==> src/rtl/video_timing_pkg.sv <==
// -----------------------------------------------------------------------------
// video_timing_pkg
//   Shared types and helpers for the video timing controller.
//   - vt_state_e  : frame sequencer states
//   - vt_timing_t : bundle of horizontal/vertical timing parameters
//   - h_total / v_total : full line / frame lengths derived from a timing set
// -----------------------------------------------------------------------------
package video_timing_pkg;

    typedef enum logic [1:0] {
        IDLE      = 2'd0,
        RUN       = 2'd1,
        STOP_PEND = 2'd2
    } vt_state_e;

    typedef struct packed {
        logic [15:0] h_active;
        logic [15:0] h_fp;
        logic [15:0] h_sync;
        logic [15:0] h_bp;
        logic [15:0] v_active;
        logic [15:0] v_fp;
        logic [15:0] v_sync;
        logic [15:0] v_bp;
    } vt_timing_t;

    // Clocks per line: sync, back porch, active, front porch.
    function automatic int h_total(input vt_timing_t t);
        return int'(t.h_sync) + int'(t.h_bp) + int'(t.h_active) + int'(t.h_fp);
    endfunction

    // Lines per frame: sync, back porch, active, front porch.
    function automatic int v_total(input vt_timing_t t);
        return int'(t.v_sync) + int'(t.v_bp) + int'(t.v_active) + int'(t.v_fp);
    endfunction

endpackage

==> src/rtl/video_timing_cnt.sv <==
// -----------------------------------------------------------------------------
// video_timing_cnt
//   Horizontal/vertical position counter pair. While en_i is high the
//   horizontal counter runs 0..H_TOTAL-1 and the vertical counter advances
//   on each horizontal wrap, running 0..V_TOTAL-1. While en_i is low both
//   counters are forced to 0 so a new run always begins at (0,0).
//
// Ports
//   clk      in   system clock
//   rst_n    in   synchronous active-low reset
//   en_i     in   advance counters (low = hold at 0)
//   h_cnt_o  out  horizontal position
//   v_cnt_o  out  vertical position
//   eof_o    out  high on the last clock of a frame while enabled
// -----------------------------------------------------------------------------
module video_timing_cnt #(
    parameter int H_TOTAL = 340,
    parameter int V_TOTAL = 246,
    parameter int H_W     = $clog2(H_TOTAL),
    parameter int V_W     = $clog2(V_TOTAL)
) (
    input  logic           clk,
    input  logic           rst_n,
    input  logic           en_i,
    output logic [H_W-1:0] h_cnt_o,
    output logic [V_W-1:0] v_cnt_o,
    output logic           eof_o
);

    localparam logic [H_W-1:0] H_LAST = H_W'(H_TOTAL - 1);
    localparam logic [V_W-1:0] V_LAST = V_W'(V_TOTAL - 1);

    logic [H_W-1:0] h_cnt_q, h_cnt_d;
    logic [V_W-1:0] v_cnt_q, v_cnt_d;
    logic           h_last;
    logic           v_last;

    assign h_last = (h_cnt_q == H_LAST);
    assign v_last = (v_cnt_q == V_LAST);

    always_comb begin
        h_cnt_d = h_cnt_q;
        v_cnt_d = v_cnt_q;
        if (!en_i) begin
            h_cnt_d = '0;
            v_cnt_d = '0;
        end else if (h_last) begin
            h_cnt_d = '0;
            v_cnt_d = v_last ? '0 : v_cnt_q + V_W'(1);
        end else begin
            h_cnt_d = h_cnt_q + H_W'(1);
        end
    end

    always_ff @(posedge clk) begin
        if (!rst_n) begin
            h_cnt_q <= '0;
            v_cnt_q <= '0;
        end else begin
            h_cnt_q <= h_cnt_d;
            v_cnt_q <= v_cnt_d;
        end
    end

    assign h_cnt_o = h_cnt_q;
    assign v_cnt_o = v_cnt_q;
    assign eof_o   = en_i & h_last & v_last;

endmodule

==> src/rtl/video_timing_ctrl.sv <==
// -----------------------------------------------------------------------------
// video_timing_ctrl
//   Frame sequencer producing vsync/hsync/de plus active-pixel position for
//   the head of the video datapath. After a start it runs i_frame_num frames
//   (0 = run until stopped). A stop lets the current frame finish first.
//   Every output is registered one clock after the counter/state it decodes.
//
// Ports
//   clk           in   system clock
//   rst_n         in   synchronous active-low reset
//   i_start       in   start pulse, honoured only when idle
//   i_stop        in   stop request, takes effect at end of current frame
//   i_frame_num   in   frames to run, latched at start (0 = continuous)
//   o_vsync       out  vertical sync (active high)
//   o_hsync       out  horizontal sync (active high)
//   o_de          out  data enable (active high)
//   o_x / o_y     out  active pixel column / row, 0 outside de
//   o_busy        out  sequencer running or finishing a stop
//   o_frame_done  out  one-clock pulse on the last clock of each frame
//   o_frame_cnt   out  frames completed since the last start (saturating)
// -----------------------------------------------------------------------------
module video_timing_ctrl
    import video_timing_pkg::*;
#(
    parameter int H_ACTIVE = 320,
    parameter int H_FP     = 8,
    parameter int H_SYNC   = 4,
    parameter int H_BP     = 8,
    parameter int V_ACTIVE = 240,
    parameter int V_FP     = 2,
    parameter int V_SYNC   = 2,
    parameter int V_BP     = 2,
    parameter int FCNT_W   = 16
) (
    input  logic                        clk,
    input  logic                        rst_n,
    input  logic                        i_start,
    input  logic                        i_stop,
    input  logic [FCNT_W-1:0]           i_frame_num,
    output logic                        o_vsync,
    output logic                        o_hsync,
    output logic                        o_de,
    output logic [$clog2(H_ACTIVE)-1:0] o_x,
    output logic [$clog2(V_ACTIVE)-1:0] o_y,
    output logic                        o_busy,
    output logic                        o_frame_done,
    output logic [FCNT_W-1:0]           o_frame_cnt
);

    localparam vt_timing_t TIMING = '{
        h_active: 16'(H_ACTIVE),
        h_fp:     16'(H_FP),
        h_sync:   16'(H_SYNC),
        h_bp:     16'(H_BP),
        v_active: 16'(V_ACTIVE),
        v_fp:     16'(V_FP),
        v_sync:   16'(V_SYNC),
        v_bp:     16'(V_BP)
    };

    localparam int H_TOTAL    = h_total(TIMING);
    localparam int V_TOTAL    = v_total(TIMING);
    localparam int H_W        = $clog2(H_TOTAL);
    localparam int V_W        = $clog2(V_TOTAL);
    localparam int X_W        = $clog2(H_ACTIVE);
    localparam int Y_W        = $clog2(V_ACTIVE);
    localparam int H_DE_START = H_SYNC + H_BP;
    localparam int H_DE_END   = H_DE_START + H_ACTIVE;
    localparam int V_DE_START = V_SYNC + V_BP;
    localparam int V_DE_END   = V_DE_START + V_ACTIVE;

    vt_state_e         state_q, state_d;
    logic [FCNT_W-1:0] frame_num_q, frame_num_d;
    logic [FCNT_W-1:0] frame_cnt_q, frame_cnt_d;
    logic [FCNT_W-1:0] fcnt_inc;
    logic              running;

    logic [H_W-1:0]    h_cnt;
    logic [V_W-1:0]    v_cnt;
    logic              eof;

    logic              vsync_q, vsync_d;
    logic              hsync_q, hsync_d;
    logic              de_q, de_d;
    logic [X_W-1:0]    x_q, x_d;
    logic [Y_W-1:0]    y_q, y_d;
    logic              busy_q, busy_d;
    logic              done_q, done_d;

    int                h_int;
    int                v_int;

    assign running = (state_q != IDLE);

    video_timing_cnt #(
        .H_TOTAL (H_TOTAL),
        .V_TOTAL (V_TOTAL),
        .H_W     (H_W),
        .V_W     (V_W)
    ) u_cnt (
        .clk     (clk),
        .rst_n   (rst_n),
        .en_i    (running),
        .h_cnt_o (h_cnt),
        .v_cnt_o (v_cnt),
        .eof_o   (eof)
    );

    // Completed-frame count after this frame ends; holds at all-ones.
    assign fcnt_inc = (frame_cnt_q == '1) ? frame_cnt_q : frame_cnt_q + FCNT_W'(1);

    // Sequencer: next state, latched frame number and completed-frame count.
    always_comb begin
        state_d     = state_q;
        frame_num_d = frame_num_q;
        frame_cnt_d = frame_cnt_q;
        unique case (state_q)
            IDLE: begin
                // A stop arriving with the start is simply not looked at here.
                if (i_start) begin
                    state_d     = RUN;
                    frame_num_d = i_frame_num;
                    frame_cnt_d = '0;
                end
            end
            RUN, STOP_PEND: begin
                if (eof) begin
                    frame_cnt_d = fcnt_inc;
                    // A stop seen on the end-of-frame clock ends the run now.
                    if ((state_q == STOP_PEND) || i_stop ||
                        ((frame_num_q != '0) && (fcnt_inc == frame_num_q))) begin
                        state_d = IDLE;
                    end
                end else if (i_stop) begin
                    state_d = STOP_PEND;
                end
            end
            default: state_d = IDLE;
        endcase
    end

    // Output decode from the current counter/state; registered below.
    always_comb begin
        h_int   = int'(h_cnt);
        v_int   = int'(v_cnt);
        hsync_d = running && (h_int < H_SYNC);
        vsync_d = running && (v_int < V_SYNC);
        de_d    = running &&
                  (h_int >= H_DE_START) && (h_int < H_DE_END) &&
                  (v_int >= V_DE_START) && (v_int < V_DE_END);
        x_d     = de_d ? X_W'(h_int - H_DE_START) : '0;
        y_d     = de_d ? Y_W'(v_int - V_DE_START) : '0;
        busy_d  = running;
        done_d  = eof;
    end

    always_ff @(posedge clk) begin
        if (!rst_n) begin
            state_q     <= IDLE;
            frame_num_q <= '0;
            frame_cnt_q <= '0;
            vsync_q     <= 1'b0;
            hsync_q     <= 1'b0;
            de_q        <= 1'b0;
            x_q         <= '0;
            y_q         <= '0;
            busy_q      <= 1'b0;
            done_q      <= 1'b0;
        end else begin
            state_q     <= state_d;
            frame_num_q <= frame_num_d;
            frame_cnt_q <= frame_cnt_d;
            vsync_q     <= vsync_d;
            hsync_q     <= hsync_d;
            de_q        <= de_d;
            x_q         <= x_d;
            y_q         <= y_d;
            busy_q      <= busy_d;
            done_q      <= done_d;
        end
    end

    assign o_vsync      = vsync_q;
    assign o_hsync      = hsync_q;
    assign o_de         = de_q;
    assign o_x          = x_q;
    assign o_y          = y_q;
    assign o_busy       = busy_q;
    assign o_frame_done = done_q;
    assign o_frame_cnt  = frame_cnt_q;

endmodule

==> config.mk <==
export PLATFORM = sky130hd
export DESIGN_NAME = video_timing_ctrl
export DESIGN_NICKNAME = d
export VERILOG_FILES = /design/src/rtl/video_timing_pkg.sv /design/src/rtl/video_timing_cnt.sv /design/src/rtl/video_timing_ctrl.sv
export SDC_FILE = /design/constraint.sdc
export NUM_CORES = 1
export LEC_CHECK = 0
export BUFFER_PORTS_ARGS = -buffer_cell sky130_fd_sc_hd__clkbuf_2
export CAP_MARGIN = 30
export CORE_UTILIZATION = 45
export DETAILED_ROUTE_END_ITERATION = 8
export PLACE_DENSITY = 0.66
export RECOVER_POWER = 50
export SLEW_MARGIN = 10
export SYNTH_ARGS = -nofsm -noshare
export SYNTH_HDL_FRONTEND = slang
export SYNTH_HIERARCHICAL = 1
export SYNTH_SLANG_ARGS = --single-unit
==> constraint.sdc <==
create_clock -name clk -period 4.1 [get_ports clk]
set_input_delay 0.41 -clock clk [delete_from_list [all_inputs] [get_ports clk]]
set_output_delay 0.41 -clock clk [all_outputs]
set_load 0.02 [all_outputs]
; Word-level counts from Yosys, hierarchy flattened
; Index checks and enable logic that the tools add are counted.
[op_classes]
n_reduce_logical = 20
eq_ne = 10
n_addsub = 5
n_lt_le_gt_ge = 6
muxes = 10
bitwise_logic = 4
[op_table]
columns = op, count
row1 = 2-to-1 mux 16 bit, 3
row2 = one-hot mux 16 bit (2 select lines), 1
row3 = adder 16 x 1 -> 16 bit (second input constant), 1
row4 = == test 16 bit, 1
row5 = == test 16 bit (second input constant), 1
row6 = nonzero test 16 bit, 1
row7 = adder 9 x 1 -> 9 bit (second input constant), 1
row8 = == test 9 bit (second input constant), 1
row9 = greater-or-equal comparator 9 x 4 -> 1 bit (second input constant), 1
row10 = < comparator 9 x 3 -> 1 bit (second input constant), 1
row11 = < comparator 9 bit (second input constant), 1
row12 = subtractor 9 x 4 -> 9 bit (second input constant), 1
row13 = adder 8 x 1 -> 8 bit (second input constant), 1
row14 = == test 8 bit (second input constant), 1
row15 = greater-or-equal comparator 8 x 3 -> 1 bit (second input constant), 1
row16 = < comparator 8 x 2 -> 1 bit (second input constant), 1
row17 = < comparator 8 bit (second input constant), 1
row18 = 2-to-1 mux 2 bit, 4
row19 = 2-to-1 mux 8 bit, 1
row20 = subtractor 8 x 3 -> 8 bit (second input constant), 1
row21 = logical AND 1 bit, 7
row22 = inequality test 3 bit (second input constant), 2
row23 = AND reduction 2 bit, 3
row24 = AND reduction 3 bit, 2
row25 = other kinds (11), 16
[word_totals]
output_inout_bits = 38
elab_cells = 67
register_bits = 73
input_bits = 20

; Depth between registers and ports, before layout
[depth]
depth_word = 8
mapped_depth = 12
depth_no_buf = 12

; Hierarchy
; The synthesis kept the hierarchy.
[modules_own_cells]
columns = mod, seq_area_each_um2, cells_per_inst, instances, area_each_um2
row1 = video_timing_ctrl, 1121.1, 435, 1, 3390.8
row2 = video_timing_cnt, 340.3, 85, 1, 768.2

; Worst setup path after synthesis
; No wires, ideal clock.
[synth_path]
path_kind = register to register
start = reg u_cnt.h_cnt_q[0], in the netlist u_cnt/h_cnt_o[0]
end = reg state_q[0]
n_path_buf = 0
slack_ns = 1.220
synth_period_minus_slack_ns = 2.880
required_ns = 3.980
setup_time_ns = 0.120
path_stages_with_launch = 12
t_arrival_ns = 2.760
cell_sequence = dfxtp_1 > ha_1 > and4bb_2 > nand2_1 > nor3_1 > nor3b_1 > a311oi_1 > o311ai_0 > a311oi_1 > nand4_1 > o31a_1 > a211o_1
[synth_via]
elab_chain_len = 5
word_cells_on_any_way = 8
cone_classes = eq/ne: 3 / mux: 2 / bitwise: 2 / reduce/logical: 1
[synth_rtl]
columns = element, line
row1 = "start, declared", video_timing_cnt.sv:33  ; logic [H_W-1:0] h_cnt_q, h_cnt_d;
row2 = "start signal, assigned", video_timing_cnt.sv:60  ; h_cnt_q <= h_cnt_d;
row3 = == test 9 bit *, video_timing_cnt.sv:38  ; assign h_last = (h_cnt_q == H_LAST);
row4 = AND 1 bit * (2 in a row), video_timing_cnt.sv:67  ; assign eof_o = en_i & h_last & v_last;
row5 = named net done_d, video_timing_ctrl.sv:88  ; logic done_q, done_d;
row6 = inequality test 3 bit (no line) / 2-to-1 mux 2 bit (equally long branches), -
row7 = AND reduction 3 bit (no line) / one-hot mux 2 bit (2 select lines) (equally long branches), -
row8 = "end signal, assigned", video_timing_ctrl.sv:170  ; state_q <= state_d;
row9 = "end, declared", video_timing_ctrl.sv:72  ; vt_state_e state_q, state_d;
; Mark *: on every way through the listed nets, which the timed path passes. The rest lies on a longest branch.
; A chain may end at the register's enable or synchronous reset.

; Worst setup path in the final report
; Same ends and word-level chain as after synthesis.

==> impl_summary.txt <==
----------------------------------------------------
[Timing]
  Setup repair after global routing missed its margin ... no
  Setup total negative slack ... 0 ns
  Layout Skew ... 0.0108 ns
  Count of pins over their slew limit ... 0
  Final hold viol count ... 0
  Final Cycle Share ... 84.1%
  Peak Freq ... 0.290 GHz
  Smallest hold slack ... 0.264 ns
  Slew at the pin closest to its max-slew limit ... 0.810 ns
  Final setup violation count ... 0
  Final critical-path setup slack ... 0.651 ns
  Post-layout min period ... 3.45 ns
  Relative slew margins ... 45.7%

[Cells and area]
  Fillers ... 870
  Post-route insts no fill ... 678
  Area grow syn2layout ... 11.0%
  Leading cell types in the layout, fill and taps excluded ... sky130_fd_sc_hd__dfxtp_1 (73), sky130_fd_sc_hd__nand2_1 (62), sky130_fd_sc_hd__nor2_1 (48), sky130_fd_sc_hd__clkbuf_1 (39), sky130_fd_sc_hd__a21oi_1 (38)
  Final core occ ... 52.2%
  Final net count ... 597
  N_diodes ... 0
  Fraction of layout cells with a size suffix above 1 ... 8.77%
  Sequential cell area ... 0.00146 mm²
  Multi-input combinational cell area ... 0.00252 mm²
  Post-route standard cell area excluding fillers ... 0.00462 mm²
  Most common cell after layout, fill and taps aside ... sky130_fd_sc_hd__dfxtp_1

[Clock tree]
  Number of clock sinks ... 73
  Clock Latency Late Sink ... 0.36 ns
  Number of cells upsized or downsized after cts ... 0
  Clock-pin slew on the worst setup and hold paths ... 0.08 ns
  Hold-fix buffers at CTS ... 0
  Post-CTS repair timing setup buffer count ... 0
  Root buf cell ... sky130_fd_sc_hd__clkbuf_8
  Inserted Clock Buffers ... 9
  H-Tree Depth ... 3
  Clock tree from TritonCTS ... built
  Longest Clk Path Bufs ... 2

[GRT]
  Largest net degree at the start of global routing ... 32
  Overall routing resource usage ... 23.9%
  Number of antenna violations at the first check in global routing ... 0
  Global-route wire length before repair ... 18400 µm
  Global route overflow ... 0
  Number of global-route vias before repair ... 3672

[Power and ir drop]
  Standby leakage power ... 1.74 nW
  Post-layout power ... 1.88 mW
  Pwr dens ... 406 mW/mm²
  Max VDD drop ... 0.000278 V

[Yosys]
  Synthesized-area fraction occupied by ao, oa, aoi and oai cells ... 17.1%
  Post-synthesis instance total ... 520
  Post-synthesis instance area ... 0.00416 mm²
  Share of synthesized area occupied by flip-flops and latches ... 35.1%
  Dominant combinational cell family by area after synthesis ... simple AND/OR/NAND/NOR gates
  Xor and xnor fraction of the mapped netlist area ... 6.11%
  Flip-flop cell with the highest count after synthesis ... sky130_fd_sc_hd__dfxtp_1
  Flop and latch count out of synthesis ... 73
  Unique cell type count in the Yosys netlist ... 63
  Net count after synthesis ... 552
  Asr flop ratio synth ... 0%
  Warnings from Yosys ... 6
  Multiplexer fraction of the synthesized cell area ... 1.74%
  Count of flip-flops with a built-in enable after synthesis ... 0
  Synthesized-area fraction occupied by and/or/nand/nor cells ... 32.0%
  Syn_area_per_cell ... 8.00 µm²
  Post-Synth Adder-Cell Area ... 3.61%

[Route]
  DR iter-0 viols ... 211
  Detailed-routing iteration count for the pre-antenna-repair pass ... 9
  Via count ... 4067
  Mean number of vias per cell ... 6.00
  Average wire per cell in the routed design ... 16.6 µm
  Post-detailed-route count of antenna-violating nets ... 0
  Wirelength, routed ... 11300 µm
  Number of remaining DRC errors ... 3

[Job]
  Max-cap violation count ... 0

[Floorplanning]
  Total I/O pin count ... 58
  Effective utilization at floorplan ... 47.0%
  Y dimension of the die ... 98.1 µm
  Die outline width ... 98.1 µm
  Die ar. ... 0.00963 mm²
  Total number of placement rows ... 34
  Placeable core area ... 0.00885 mm²

[Setup path]
  Capturing element type of the critical path ... register
  Type of the setup path with the least slack ... register to register
  Flop2flop setup slack ... 0.65 ns
  Data arrival time at the worst-slack endpoint ... 3.70 ns
  Critical Path Fanout Max ... 10
  Data required time at the worst endpoint ... 4.35 ns
  Startpoint type of the worst setup path ... register

[Status]
  Violations in the final reports ... design-rule violations
  Run status ... finished with violations

[Place]
  Placement-stage cell area ... 0.00449 mm²
  Count of port buffers added during placement ... 57
  Last weighted congestion value of the routability-driven placer ... 0.939
  Setup WS pre-CTS ... 0.783 ns
  DP HPWL ... 8100 µm
  Inst Count DP ... 662

[Min path]
  Hold/Removal Path Class ... input port to register

----------------------------------------------------
==> routing by layer <==
layer / routed length [µm] / global-route usage, % / up-vias
met2: 4870 / 35.8 / 170
met4: 142 / 7.12 / 0
met1: 5470 / 35.0 / 1911
met5: 0 / 0 / -
li1: - / - / 1969
met3: 780 / 4.22 / 17
==> layout make-up <==
class | count | area share, %
Clock buffer | 10 | 2.76
Clock inverter | 6 | 0.922
Inverter | 17 | 1.38
Multi-Input combinational cell | 403 | 54.5
Sequential cell | 73 | 31.7
Tap cell | 108 | 2.93
Timing Repair Buffer | 61 | 5.80
==> logic make-up after synthesis <==
| group | after synthesis |
|---|---|
| adders and majority gates | 12 |
| and+or+nand+nor | 246 |
| AOI/OAI and AO/OA | 109 |
| buffers and inverters | 44 |
| muxes | 7 |
| xor gates and xnor gates | 29 |
| DFF | 73 |
==> registers in the layout (all words and copies together), names as in the netlist <==
register / flops
o_y: 8
o_frame_done: 1
state_q: 2
o_de: 1
o_busy: 1
o_vsync: 1
o_x: 9
o_hsync: 1
o_frame_cnt: 16
frame_num_q: 16
u_cnt/v_cnt_o: 8
u_cnt/h_cnt_o: 9
==> synth_stat cells (all sizes together), types with 8 or more instances <==
cell type	instances	area share, %
nor3	20	2.5
o21ai	16	1.9
nand3	20	2.5
and2	8	1.2
a21oi	38	4.6
nand4	17	3.2
nor2b	11	1.7
a31oi	8	1.2
xnor2	14	2.9
nand2	62	5.6
buf	13	1.5
dfxtp	73	35
clkbuf	14	1.3
ha	12	3.6
inv	17	1.5
nor4	16	3.1
nand2b	10	1.5
and3	12	1.8
xor2	15	3.2
nor2	48	4.3
==> report_power, final <==
part,switching [mW],internal (mW)
Combinational,0.352,0.190
Sequential,0.0593,0.762
Clock,0.292,0.221
==> critical path, stage by stage, from the launching register on <==
cell                       delay, ns
sky130_fd_sc_hd__dfxtp_1        0.41
sky130_fd_sc_hd__ha_1           0.24
sky130_fd_sc_hd__and4bb_2       0.31
sky130_fd_sc_hd__nand2_1        0.20
sky130_fd_sc_hd__nor3_1         0.51
sky130_fd_sc_hd__nor3b_1        0.15
sky130_fd_sc_hd__a311oi_1       0.26
sky130_fd_sc_hd__o311ai_0       0.21
sky130_fd_sc_hd__a311oi_1       0.33
sky130_fd_sc_hd__nand4_1        0.16
sky130_fd_sc_hd__o31a_1         0.32
sky130_fd_sc_hd__a211o_1        0.22
==> final timing paths <==
check | startpoint | end | cells past startpoint
hold / removal | i_frame_num[1] | frame_num_q[1] | 3
setup reg to reg | u_cnt/h_cnt_o[0] | state_q[0] | 11
setup / recovery | u_cnt/h_cnt_o[0] | state_q[0] | 11
hold reg to reg | frame_num_q[3] | frame_num_q[3] | 2
Note: power is estimated with default switching activity, not from simulation.
